File: config.mk
export PLATFORM = sky130hd
export DESIGN_NAME = mux
export DESIGN_NICKNAME = d
export VERILOG_FILES = /design/src/rtl/mux.sv
export SDC_FILE = /design/constraint.sdc
export NUM_CORES = 1
export LEC_CHECK = 0
export ABC_AREA = 1
export CAP_MARGIN = 30
export CORE_AREA = 2 2 39 41
export CTS_BUF_LIST = sky130_fd_sc_hd__clkbuf_2
export DETAILED_ROUTE_END_ITERATION = 8
export DIE_AREA = 0 0 41 43
export GPL_TIMING_DRIVEN = 1
export PLACE_DENSITY = 0.41
export SYNTH_ARGS = -nofsm -noshare
export SYNTH_HDL_FRONTEND = slang
export SYNTH_SLANG_ARGS = --single-unit
File: constraint.sdc
create_clock -name clk_i -period 0.8 [get_ports clk_i]
set_input_delay 0.12 -clock clk_i [delete_from_list [all_inputs] [get_ports clk_i]]
set_output_delay 0.12 -clock clk_i [all_outputs]
set_load 0.005 [all_outputs]
File: src/rtl/mux.sv
// Registered N:1 one-hot mux built five ways (ternary, case, if-else, loop, AND-OR tree).
// Optional MUX_CHECK_EN adds onehot_err_o: bad select or disagreement between the five paths.
module mux #(
  parameter int N = 4
) (
  input  logic         clk_i,
  input  logic         reset_i,
  input  logic [N-1:0] a_i,
  input  logic [N-1:0] sel_i,
  output logic         y_ter_o,
  output logic         y_case_o,
  output logic         y_ifelse_o,
  output logic         y_loop_o,
`ifdef MUX_CHECK_EN
  output logic         onehot_err_o,
`endif
  output logic         y_aor_o
);

  localparam int P = (N <= 2) ? 2 : (1 << $clog2(N));

  logic         w_onehot;
  logic [N:0]   w_ter_chain;
  logic         w_ter;
  logic         w_case;
  logic         w_ifelse;
  logic         w_loop;
  logic         w_aor;
  logic [2*P-1:1] w_tree;

  logic r_ter, r_case, r_ifelse, r_loop, r_aor;

  assign w_onehot = (sel_i != '0) && ((sel_i & (sel_i - N'(1))) == '0);

  // Ternary chain: each stage matches one exact one-hot code, so zero/multi-hot falls to 0.
  assign w_ter_chain[N] = 1'b0;
  for (genvar k = 0; k < N; k++) begin : g_ter
    localparam logic [N-1:0] K_SEL = N'(1) << k;
    assign w_ter_chain[k] = (sel_i == K_SEL) ? a_i[k] : w_ter_chain[k+1];
  end
  assign w_ter = w_ter_chain[0];

  always_comb begin
    w_case = 1'b0;
    for (int k = 0; k < N; k++) begin
      case (sel_i)
        N'(1) << k: w_case = a_i[k];
        default:    ;
      endcase
    end
  end

  always_comb begin
    w_ifelse = 1'b0;
    for (int k = 0; k < N; k++) begin
      if (sel_i == (N'(1) << k)) w_ifelse = a_i[k];
    end
  end

  always_comb begin
    w_loop = 1'b0;
    for (int k = 0; k < N; k++) w_loop = w_loop | (a_i[k] & sel_i[k]);
    w_loop = w_loop & w_onehot;
  end

  // AND-OR tree stored as a heap: leaves at P..2P-1, node i = child 2i | child 2i+1.
  for (genvar k = 0; k < P; k++) begin : g_leaf
    if (k < N) begin : g_used
      assign w_tree[P+k] = a_i[k] & sel_i[k];
    end else begin : g_pad
      assign w_tree[P+k] = 1'b0;
    end
  end
  for (genvar i = 1; i < P; i++) begin : g_node
    assign w_tree[i] = w_tree[2*i] | w_tree[2*i+1];
  end
  assign w_aor = w_tree[1] & w_onehot;

  always_ff @(posedge clk_i) begin
    if (reset_i) begin
      r_ter    <= 1'b0;
      r_case   <= 1'b0;
      r_ifelse <= 1'b0;
      r_loop   <= 1'b0;
      r_aor    <= 1'b0;
    end else begin
      r_ter    <= w_ter;
      r_case   <= w_case;
      r_ifelse <= w_ifelse;
      r_loop   <= w_loop;
      r_aor    <= w_aor;
    end
  end

  assign y_ter_o    = r_ter;
  assign y_case_o   = r_case;
  assign y_ifelse_o = r_ifelse;
  assign y_loop_o   = r_loop;
  assign y_aor_o    = r_aor;

`ifdef MUX_CHECK_EN
  logic w_diff;
  logic r_err;

  // Any path disagreeing with the ternary reference means the paths are not all equal.
  assign w_diff = (w_ter ^ w_case) | (w_ter ^ w_ifelse) | (w_ter ^ w_loop) | (w_ter ^ w_aor);

  always_ff @(posedge clk_i) begin
    if (reset_i) r_err <= 1'b0;
    else         r_err <= ~w_onehot | w_diff;
  end

  assign onehot_err_o = r_err;
`endif

endmodule

==> results.py <==
metrics = {
    "setup_path": {
        "crit_fanout": 4,
        "endpoint_kind": "register",
        "path_class": "input port to register",
        "crit_top_cell": "nand2_1",
        "cpPeakStageDelay_ps": 400,
        "crit_slowest_cell": "clkdlybuf4s50_1",
        "worst_ep_required_time_ps": 900,
        "cp_data_arrival_time_ps": 870,
        "startpoint_type": "input port",
        "path_cells": "clkdlybuf4s50_1 > nand2_1 > nand2_1 > nor2_4 > nor2_1",
    },
    "flow_run": {
        "drv_cap": 0,
    },
    "clocking": {
        "clockRootBuffer": "clkbuf_2",
        "cts_buffers": 3,
        "clk_pin_slew_worst_paths_ps": 40,
        "cts_tree": "yes",
        "cts.path.max_buffers": 2,
        "cts_htree_levels": 1,
        "clock-sinks": 4,
    },
    "power": {
        "p_per_area_nw_per_um2": 1420,
        "vdd_drop_max_mv": 0.221,
        "p_leak_nw": 0.212,
    },
    "synthesis": {
        "yosysMostFrequentCell": "nand2_1",
        "synth.net_count": 43,
        "ys.warnings.count": 0,
        "synth.top_cells.by_count": "nand2_1 (13), nor2_1 (7), inv_1 (6), dfxtp_1 (4)",
        "synth_seq_cells": 4,
        "synth_top_area_cell": "dfxtp_1",
        "synth_ff_type": "dfxtp_1",
        "synth_area_um2": 201,
        "netlist.area_leader.share_pct": 39.8,
        "synthTopCellsByArea": "dfxtp_1 (40%), nand2_1 (24%), nor2_1 (13%)",
        "synth_cell_types": 7,
        "syn-instance-count": 33,
        "ys_seq_area_share_pct": 39.8,
        "syn_avg_cell_area_um2": 6.10,
        "async_reset_ff_share_pct": 0,
        "synth_edf_count": 0,
    },
    "place": {
        "dpl_cell_area_um2": 354,
        "dpl.hpwl_um": 386,
        "io_buffers": 14,
        "gp_congestion": 0.689,
        "pre_cts_slack_ps": -334,
    },
    "global_route": {
        "antenna_found_initial": 0,
        "grt_overflow": 0,
        "grt_pass1_vias": 219,
        "grt_max_degree": 5,
        "grt_first_pass_wirelength_um": 772,
        "track_usage_pct": 7.01,
    },
    "timing": {
        "min_period_ps": 772,
        "timing.final.crit_share_pct": 96.5,
        "slew-limit-headroom_pct": 90.8,
        "rsz0062_at_grt": "no",
        "holdWs_ps": 289,
        "hold_viol_final": 0,
        "slew_violations": 0,
        "setup-violations-final": 0,
        "tightest_slew_ps": 139,
        "max_freq_ghz": 1.30,
        "worst_slack_ps": 27.9,
    },
    "route": {
        "viasPerCell": 3.55,
        "wl_um": 472,
        "dr.pass1.iters": 3,
        "vias": 231,
        "drt_iter0_markers": 4,
        "postRouteAntennaNets": 0,
        "wire_per_inst_um": 7.26,
        "drc": 0,
    },
    "cells_and_area": {
        "layout-drive-gt1-share_pct": 24.5,
        "fillers": 176,
        "area_growth_pct": 73.9,
        "antenna-diode-count": 0,
        "final_area_um2": 350,
        "nNetsFinal": 61,
    },
    "status": {
        "outcome": "finished, final reports clean",
    },
    "floorplanning": {
        "die_area_um2": 1760,
        "dieWidth_um": 41,
        "io_pins": 15,
        "die-height_um": 43,
        "core_um2": 1380,
        "start_util_pct": 14.6,
        "rows": 14,
    },
    "hold_path": {
        "hold_class": "input port to register",
    },
}
flip-flops by register name (all words and copies together) (netlist names):
| register | count |
|---|---|
| y_ter_o | 1 |
| y_aor_o | 1 |
| y_ifelse_o | 1 |
| y_loop_o | 1 |
final cells by class:
type	instances	area, um^2	share of cell area [%]
repair buffers	14	113	32.1
inverters	6	22.5	6.43
clock buffers	3	15.0	4.29
flip-flops and latches	4	81.3	23.2
multi-input cells	22	98.8	28.2
well taps	16	20.0	5.71
cell usage in the layout (no fill, tap or decap), types with 3 or more instances in the layout:
cell and count:
nand2_1 13, clkdlybuf4s50_1 4, buf_2 5, dlygate4sd2_1 4, inv_1 6, clkbuf_2 3
dfxtp_1 3, nor2_1 6
path summary, 6_finish.rpt:
check             cells past startpoint  startpoint               endpoint  slack (ps)
setup / recovery                      5      a_i[1]     y_ter_o$_SDFF_PP0_          30
hold / removal                        6     reset_i  y_ifelse_o$_SDFF_PP0_         290
metrics by stage:
| step | total power [W] | setup TNS (ps) | utilization [%] | cells |
|---|---|---|---|---|
| detailed placement | 0.000334 | -1830 | 25.6 | 62 |
| global placement | 0.000333 | -1760 | 25.6 | 62 |
| CTS | 0.000503 | 0 | 24.8 | 65 |
| global route | 0.000531 | 0 | 25.3 | 65 |
| floorplan | 0.000258 | 0 | - | 33 |
| finish | 0.000498 | 0 | 25.3 | 65 |
critical path: cells and delay by family:
| kind | cells | cell delay [ps] |
|---|---|---|
| AND/OR/NAND/NOR | 4 | 350 |
| buffers and inverters | 1 | 400 |
timing repair:
item                                    4_1_cts  5_1_grt
endpoints found under the setup margin        9        4
cloned                                        0        0
buffers inserted                              0        0
resized for setup                            26        2
hold buffers                                  0        0
pin swaps                                     1        3
cells by family after synthesis:
logic type	synth area share, %
buffers and inverters	14.9
DFF	39.8
and+or+nand+nor	45.3
where the power goes:
group	internal, W	total [W]	switching, W
Combinational	0.0000561	0.000105	0.0000488
Clock	0.000101	0.000181	0.0000805
Sequential	0.000210	0.000212	0.00000191
layer usage:
| metal | up-vias | wire length, um | global-route usage [%] | part of all wire [%] |
|---|---|---|---|---|
| met5 | - | 0 | 0 | 0 |
| met3 | 2 | 57 | 3.14 | 12 |
| met2 | 10 | 266 | 11.6 | 56 |
| met1 | 94 | 137 | 4.79 | 29 |
| li1 | 125 | - | - | - |
| met4 | 0 | 10 | 8.00 | 2.1 |
(Power assumes the default switching activity.)
